===== src/rtl/pipe_sched_ctrl.sv =====
// pipe_sched_ctrl: scoreboard issue/stall/flush control and serialised
// register-file write scheduling through a small writeback queue.
module pipe_sched_ctrl #(
    parameter int DATA_W   = 8,
    parameter int NREG     = 4,
    parameter int WQ_DEPTH = 2,
    parameter int CNT_W    = 2
) (
    input  logic                    clk,
    input  logic                    rst,
    input  logic                    id_valid,
    input  logic [$clog2(NREG)-1:0] id_rs1,
    input  logic [$clog2(NREG)-1:0] id_rs2,
    input  logic                    id_use1,
    input  logic                    id_use2,
    input  logic                    id_wr,
    input  logic [$clog2(NREG)-1:0] id_rd,
    input  logic                    ex_branch_taken,
    input  logic                    wb_valid,
    input  logic [$clog2(NREG)-1:0] wb_rd,
    input  logic [DATA_W-1:0]       wb_data,
    output logic                    issue,
    output logic                    stall,
    output logic                    flush_if_id,
    output logic                    flush_id_exe,
    output logic                    rf_we,
    output logic [$clog2(NREG)-1:0] rf_wd,
    output logic [DATA_W-1:0]       rf_din,
    output logic                    busy,
    output logic                    err
);
    localparam int RW = $clog2(NREG);
    localparam int PW = $clog2(WQ_DEPTH);
    localparam logic [PW:0] QFULL = (PW+1)'(WQ_DEPTH);
    typedef enum logic {W_IDLE, W_PULSE} wstate_e;
    wstate_e state_q, state_d;
    logic [NREG-1:0][CNT_W-1:0] pend_q, pend_d;
    logic [RW-1:0] qrd_q [WQ_DEPTH];
    logic [DATA_W-1:0] qdat_q [WQ_DEPTH];
    logic [PW-1:0] rdp_q, wrp_q;
    logic [PW:0] cnt_q, cnt_d;
    logic [NREG-1:0] inc_v, dec_v;
    logic full, push, pop, hazard, under, busy_q, err_q, we_q;
    logic [RW-1:0] wd_q;
    logic [DATA_W-1:0] din_q;
    assign full = cnt_q == QFULL;
    assign hazard = (id_use1 && pend_q[id_rs1] != '0) || (id_use2 && pend_q[id_rs2] != '0) ||
                    (id_wr && pend_q[id_rd] == '1) || full;
    assign issue = id_valid & ~hazard & ~ex_branch_taken;
    assign stall = id_valid & hazard & ~ex_branch_taken;
    assign flush_if_id = ex_branch_taken;
    assign flush_id_exe = ex_branch_taken;
    assign pop = (state_q == W_IDLE) && (cnt_q != '0);
    assign push = wb_valid & ~full;
    assign cnt_d = cnt_q + (PW+1)'(push) - (PW+1)'(pop);
    assign inc_v = (issue && id_wr) ? NREG'(1) << id_rd : '0;
    assign dec_v = pop ? NREG'(1) << qrd_q[rdp_q] : '0;
    always_comb begin
        state_d = pop ? W_PULSE : W_IDLE;
        pend_d = pend_q;
        under = 1'b0;
        // a same-register increment and decrement cancel before saturation is considered
        for (int i = 0; i < NREG; i++) begin
            pend_d[i] = (inc_v[i] && !dec_v[i]) ? pend_q[i] + CNT_W'(1) :
                        (dec_v[i] && !inc_v[i] && pend_q[i] != '0) ? pend_q[i] - CNT_W'(1) : pend_q[i];
            under = under | (dec_v[i] && !inc_v[i] && pend_q[i] == '0);
        end
    end
    always_ff @(posedge clk or posedge rst) begin
        if (rst) begin
            state_q <= W_IDLE;
        end else begin
            state_q <= state_d;
        end
    end
    always_ff @(posedge clk or posedge rst) begin
        if (rst) begin
            pend_q <= '0;
            rdp_q  <= '0;
            wrp_q  <= '0;
            cnt_q  <= '0;
            we_q   <= 1'b0;
            wd_q   <= '0;
            din_q  <= '0;
            busy_q <= 1'b0;
            err_q  <= 1'b0;
        end else begin
            pend_q <= pend_d;
            rdp_q  <= rdp_q + PW'(pop);
            wrp_q  <= wrp_q + PW'(push);
            cnt_q  <= cnt_d;
            we_q   <= pop;
            if (pop) begin
                wd_q  <= qrd_q[rdp_q];
                din_q <= qdat_q[rdp_q];
            end
            busy_q <= (|pend_d) | (cnt_d != '0);
            err_q  <= err_q | under | (wb_valid & full);
        end
    end
    always_ff @(posedge clk) begin
        if (push) begin
            qrd_q[wrp_q]  <= wb_rd;
            qdat_q[wrp_q] <= wb_data;
        end
    end
    assign rf_we = we_q;
    assign rf_wd = wd_q;
    assign rf_din = din_q;
    assign busy = busy_q;
    assign err = err_q;
endmodule

===== config.mk =====
export PLATFORM = sky130hd
export DESIGN_NAME = pipe_sched_ctrl
export DESIGN_NICKNAME = d
export VERILOG_FILES = /design/src/rtl/pipe_sched_ctrl.sv
export SDC_FILE = /design/constraint.sdc
export NUM_CORES = 1
export LEC_CHECK = 0
export ABC_AREA = 1
export BUFFER_PORTS_ARGS = -buffer_cell sky130_fd_sc_hd__buf_4
export CAP_MARGIN = 5
export CELL_PAD_IN_SITES_DETAIL_PLACEMENT = 1
export CELL_PAD_IN_SITES_GLOBAL_PLACEMENT = 2
export CORE_ASPECT_RATIO = 0.75
export CORE_MARGIN = 4
export CORE_UTILIZATION = 30
export CTS_CLUSTER_SIZE = 10
export DETAILED_ROUTE_END_ITERATION = 8
export GPL_ROUTABILITY_DRIVEN = 0
export PLACE_DENSITY_LB_ADDON = 0.1
export SYNTH_ARGS = -nofsm -noshare
export SYNTH_HDL_FRONTEND = slang
export SYNTH_SLANG_ARGS = --single-unit

===== constraint.sdc =====
create_clock -name clk -period 2.2 [get_ports clk]
set_input_delay 0.44 -clock clk [delete_from_list [all_inputs] [get_ports clk]]
set_output_delay 0.44 -clock clk [all_outputs]
set_load 0.05 [all_outputs]

== Word level (Yosys, flattened, before mapping) ==
Memory sizes are Yosys's and may differ from the RTL's. A register that Yosys moved wholly into a read port is not among the register bits.
Index checks and enable logic that the tools add are counted.

* Output and inout bits: 17
* Memories kept: 2
* RAM bits: 20
* Register bits after elaboration: 18

* Magnitude comparators: 3
* Muxes and demuxes: 19
* Shift-type cells: 2
* Bitwise gates (word level): 16
* Add/sub/neg operators: 12
* Equality and inequality tests: 2
* Reductions and logical operators: 45

{| class="wikitable"
|+ Memories
! name !! depth !! width !! rd ports !! clocked after Yosys merged registers in !! write ports !! RTL line !! text
|-
| qdat_q || 2 || 8 || 1 || 1 || 1 || 39 || <nowiki>logic [DATA_W-1:0] qdat_q [WQ_DEPTH];</nowiki>
|-
| qrd_q || 2 || 2 || 1 || 0 || 1 || 38 || <nowiki>logic [RW-1:0] qrd_q [WQ_DEPTH];</nowiki>
|}

{| class="wikitable"
|+ Operator list
! kind !! number
|-
| 2-bit two-way mux || 11
|-
| 1-bit logical AND || 21
|-
| 2-bit nonzero test || 8
|-
| 2-bit binary-select mux with 2-bit select || 3
|-
| 2-bit by 3-bit < comparator with 1-bit output (second input constant) || 3
|-
| 2-bit by 1-bit adder with 2-bit output (second input constant) || 4
|-
| 1-bit logical NOT || 8
|-
| 2-bit logical NOT || 4
|-
| 4-bit two-way mux || 2
|-
| 8-bit OR reduction || 1
|-
| 1-bit by 2-bit << shifter with 4-bit output (first input constant) || 2
|-
| 2-bit by 1-bit subtractor with 2-bit output (second input constant) || 4
|-
| 1-bit AND || 6
|-
| 1-bit bitwise OR || 6
|-
| 2-bit equality test (second input constant) || 2
|-
| 1-bit NOT || 4
|-
| 1-bit logical OR || 3
|-
| 1-bit two-way mux || 3
|-
| 1-bit adder || 2
|-
| 2-bit by 1-bit adder with 2-bit output || 1
|-
| 2-bit by 1-bit subtractor with 2-bit output || 1
|}

== Longest topological paths before layout ==
* Depth after elaboration: 20
* Depth in mapped cells: 18

== Worst setup path after synthesis ==
OpenSTA, ideal clock, no wires.

* Path type: register to register
* Start: register state_q
* End: register busy_q, in the netlist busy
* Arrival: 2.244 ns
* Slack: -0.169 ns
* Clock period less this slack: 2.369 ns
* Cell stages (with the launch flop): 13
* Setup time: 0.125 ns
* Buffers on the path: 2
* Path through: dfrtp_1 -> a21oi_1 -> buf_2 -> buf_1 -> ha_1 -> inv_1 -> ha_1 -> xnor2_1 -> xor2_1 -> nor2_1 -> nand2_1 -> nor2_1 -> nand3_1

* Elaborated cells between the ends (all ways): 31

{| class="wikitable"
|+ RTL lines
! item !! RTL line !! text
|-
| start, declared || 36 || <nowiki>wstate_e state_q, state_d;</nowiki>
|-
| start signal, assigned || 73 || <nowiki>state_q <= state_d;</nowiki>
|-
| 1-bit NOT || 53 || <nowiki>assign pop = (state_q == W_IDLE) && (cnt_q != '0);</nowiki>
|-
| 1-bit logical AND || 53 ||
|-
| via pop || 43 || <nowiki>logic full, push, pop, hazard, under, busy_q, err_q, we_q;</nowiki>
|-
| 2-bit by 1-bit subtractor with 2-bit output || 55 || <nowiki>assign cnt_d = cnt_q + (PW+1)'(push) - (PW+1)'(pop);</nowiki>
|-
| via cnt_d[1] || 41 || <nowiki>logic [PW:0] cnt_q, cnt_d;</nowiki>
|-
| 2-bit nonzero test || 97 || <nowiki>busy_q <= (|pend_d) | (cnt_d != '0);</nowiki>
|-
| 1-bit bitwise OR || 97 ||
|-
| end signal, assigned || 97 ||
|-
| end, declared || 43 ||
|}

The timed path passes the listed nets, and every way through them passes these cells.
A chain may end at the register's enable or synchronous reset.

== Final worst setup path ==
* Start: register pend_q[4] (netlist bit)
* End: output stall

* Cells in the longest elaborated chain, start to end: 9
* Elaborated cells between the ends (all ways): 17

{| class="wikitable"
|+ Ends and longest elaborated chain
! item !! RTL line !! text
|-
| start, declared || 37 || <nowiki>logic [NREG-1:0][CNT_W-1:0] pend_q, pend_d;</nowiki>
|-
| start signal, assigned || 88 || <nowiki>pend_q <= pend_d;</nowiki>
|-
| 2-bit binary-select mux with 2-bit select || 47 || <nowiki>assign hazard = (id_use1 && pend_q[id_rs1] != '0) || (id_use2 && pend_q[id_rs2] != '0) ||</nowiki>
|-
| 2-bit two-way mux (not written as such) || 47 ||
|-
| 2-bit nonzero test || 47 ||
|-
| 1-bit logical AND || 47 ||
|-
| 1-bit logical OR || 47 ||
|-
| 1-bit logical OR * || 47 ||
|-
| 1-bit logical OR * || 48 || <nowiki>(id_wr && pend_q[id_rd] == '1) || full;</nowiki>
|-
| 1-bit AND * (2 in series) || 50 || <nowiki>assign stall = id_valid & hazard & ~ex_branch_taken;</nowiki>
|-
| end, declared || 23 || <nowiki>output logic stall,</nowiki>
|}

Every way passes the cells marked *; elsewhere a longest branch is shown, timed or not. The select of a mux whose other input is x is not followed.

==> metrics.txt <==
Finish-stage setup viols=0; Syn. warnings=0; HPWL after DPL=4755 um; global-route wire length before repair=9839 um; Hold-fix buffers, CTS=0; die height=83.62 um; Final nets=342; filler instances=895; worst-margin pin slew=666.3 ps; VDD IR max=473.0 uV; clk_lat worst skew=300 ps; DRC viols=0; WP data required=1760 ps; path type of the worst min-delay path=in2async; synthesized flop and latch total=45; All-Layer GR Usage=14.08%; Finished Cell Area=2972 um^2; htree depth=2; synthesized area=2287 um^2; EDFF count, synth=20; final period utilization=94.10%; post-route insts no fill=412; NetSw=1.955 mW; asr flop ratio synth=55.56%; initial core utilization=31.06%; CTS tree=built; CTS root buffer=clkbuf_8; Crit. End Element=output pin; sequential fraction of design power=35.0%; Hold Vio Cnt, Final=0; drt wl/cell=14.74 um; DR iter-0 viols=52; Horiz. Die Dim=108.8 um; Post-Syn Instances=255; die area=9099 um^2; row count=27; internal power=2.186 mW; Max-Cap Viols=0; CTS max path bufs=2; syn_area_per_cell=8.969 um^2; Final Max Tran Viols=0; status=complete, no violations; Pwr per Cell Area=1394 nW/um^2; # clock sinks=45; leakage=1.370 nW; register area share after synthesis=53.61%; vias in the first global route=1880; DP Area=2735 um^2; crit path kind=reg2out; Final min period=2070 ps; worst relative slew slack=55.53%; I/O Buffers=40; I/O pin count=41; core area=7365 um^2; initial antenna violation count=0; Layout area overhead=29.92%; via/cell ratio=4.495; Netlist cell types=32; post-layout util=40.35%; Tot Pwr=4.141 mW; Critical Path AT=1630 ps; # placed instances=398; Post-Route WL=6074 um; combinational share of power=52.4%; worst-path maximum fanout=5; layout cells sized above 1=31.83%; Syn Nets=287; CTS buffer count=5; hold_ws=233.7 ps; Net Sw Frac=47.20%; Clk pwr share=12.6%; RSZ-0062 raised after global routing=true; post-route antenna net violation count=0; Startpoint Class=register; clock skew=9.870 ps; GR Overflow Total=0; via count=1852; Reg clk slew, reported paths=100 ps; most used flip-flop cell after synthesis=dfrtp_1; largest net degree at the start of global routing=18; Peak Freq=0.4830 GHz; ANT cells=0; Pre-Repair DR Iteration Count=4
[layout by cell type (no fill, tap or decap), types with 2 or more instances in the layout]
master	n
o21ai_1	4
nand2_2	6
nand2_1	56
xor2_1	2
inv_1	37
buf_4	52
dfrtp_1	17
edfxtp_1	20
a31oi_1	8
dfrtp_2	8
nor2_1	19
inv_2	3
nand4_1	9
ha_1	8
o21ai_2	3
clkinvlp_4	3
nor2_4	2
clkbuf_8	5
buf_6	2
nand3b_1	2
nand3_2	4
nand3_1	21
o21ai_0	5
nor2_2	3
[final timing paths]
check / start / to / slack [ps] / cells past startpoint
worst max-delay path: pend_q[4]$_DFF_PP0_ / stall / 130 / 7
worst min-delay path: rst / rf_din[5]$_DFFE_PP0P_ / 230 / 2
worst max register to register: pend_q[4]$_DFF_PP0_ / busy$_DFF_PP0_ / 150 / 12
worst min register to register: state_q$_DFF_PP0_ / state_q$_DFF_PP0_ / 490 / 1
max in group asynchronous: rst / pend_q[7]$_DFF_PP0_ / 1360 / 3
min in group clk: wb_data[4] / qdat_q[0][4]$_DFFE_PP_ / 320 / 1
[cell usage after synthesis, types with 2 or more instances]
| cell type | number | area (um^2) |
|---|---|---|
| nand2_2 | 3 | 18.77 |
| nand2_1 | 59 | 221.5 |
| nand3b_1 | 2 | 15.01 |
| ha_1 | 8 | 100.1 |
| nand4_1 | 9 | 56.30 |
| nand3_1 | 24 | 120.1 |
| o21ai_1 | 2 | 10.01 |
| buf_4 | 2 | 15.01 |
| dfrtp_1 | 25 | 625.6 |
| xor2_1 | 2 | 17.52 |
| a31oi_1 | 8 | 50.05 |
| edfxtp_1 | 20 | 600.6 |
| buf_2 | 2 | 10.01 |
| inv_1 | 39 | 146.4 |
| nor2_1 | 23 | 86.33 |
| nand4_2 | 2 | 25.02 |
| o21ai_0 | 10 | 50.05 |
[worst max-delay path, cell delays in order, from the launching register on]
cell,delay (ps)
dfrtp_2,460
o21ai_0,180
nand3_1,90
nand3_1,100
nand2_2,90
nor2_4,170
nor2_1,80
buf_6,150
[cell families (layout without fill, tap and decap cells)]
logic type | after synthesis | count (layout) | synth area share (%)
and+or+nand+nor | 126 | 126 | 25.66
adders and majority gates | 8 | 8 | 4.377
buffers and inverters | 49 | 105 | 8.971
AOI/OAI and AO/OA | 23 | 23 | 5.799
DFF | 45 | 45 | 53.61
muxes | 1 | 1 | 0.4377
xor gates and xnor gates | 3 | 3 | 1.149
[power groups by stage]
stage / logic, mW / clock network (mW) / registers (mW)
final: 2.17 / 0.522 / 1.45
after detailed placement: 2.02 / 0 / 1.45
after floorplan: 1.05 / 0 / 1.72
after global routing: 2.43 / 0.585 / 1.49
after CTS: 2.04 / 0.540 / 1.43
after global placement: 1.99 / 0 / 1.44
[layout make-up]
| class | count | area (um^2) | share of cell area (%) |
|---|---|---|---|
| clock buffers | 5 | 68.82 | 2.316 |
| clock inverters | 3 | 22.52 | 0.7579 |
| inverters | 43 | 165.2 | 5.558 |
| multi-input cells | 161 | 939.7 | 31.62 |
| flip-flops and latches | 45 | 1236 | 41.60 |
| well taps | 101 | 126.4 | 4.253 |
| repair buffers | 54 | 412.9 | 13.89 |
[flip-flops by register name, indices dropped and copies added (netlist names), 2 cells and up]
signal	flops
cnt_q	2
pend_q	8
qdat_q	16
qrd_q	4
rf_din	8
rf_wd	2
[metal layers]
layer	vias to the layer above	GRT usage [%]	share of wire (%)
met3	4	3.326	2.5
met5	-	0	0
met4	0	2.064	0.48
li1	942	-	-
met1	883	21.83	54
met2	23	20.08	43
[metrics by stage]
stage | setup WS, ps | TNS [ps]
2_1_floorplan | 33.07 | 0
3_3_place_gp | 29.30 | 0
3_5_place_dp | 45.96 | 0
4_1_cts | 16.11 | 0
5_1_grt | -4.915 | -6.868
6_report | 129.8 | 0
[what timing repair did]
| item | CTS | global route |
|---|---|---|
| endpoints found under the setup margin | 2 | 5 |
| pin swaps | 0 | 8 |
| setup buffers | 0 | 6 |
| gates resized for setup | 2 | 33 |
(Power assumes the default switching activity.)
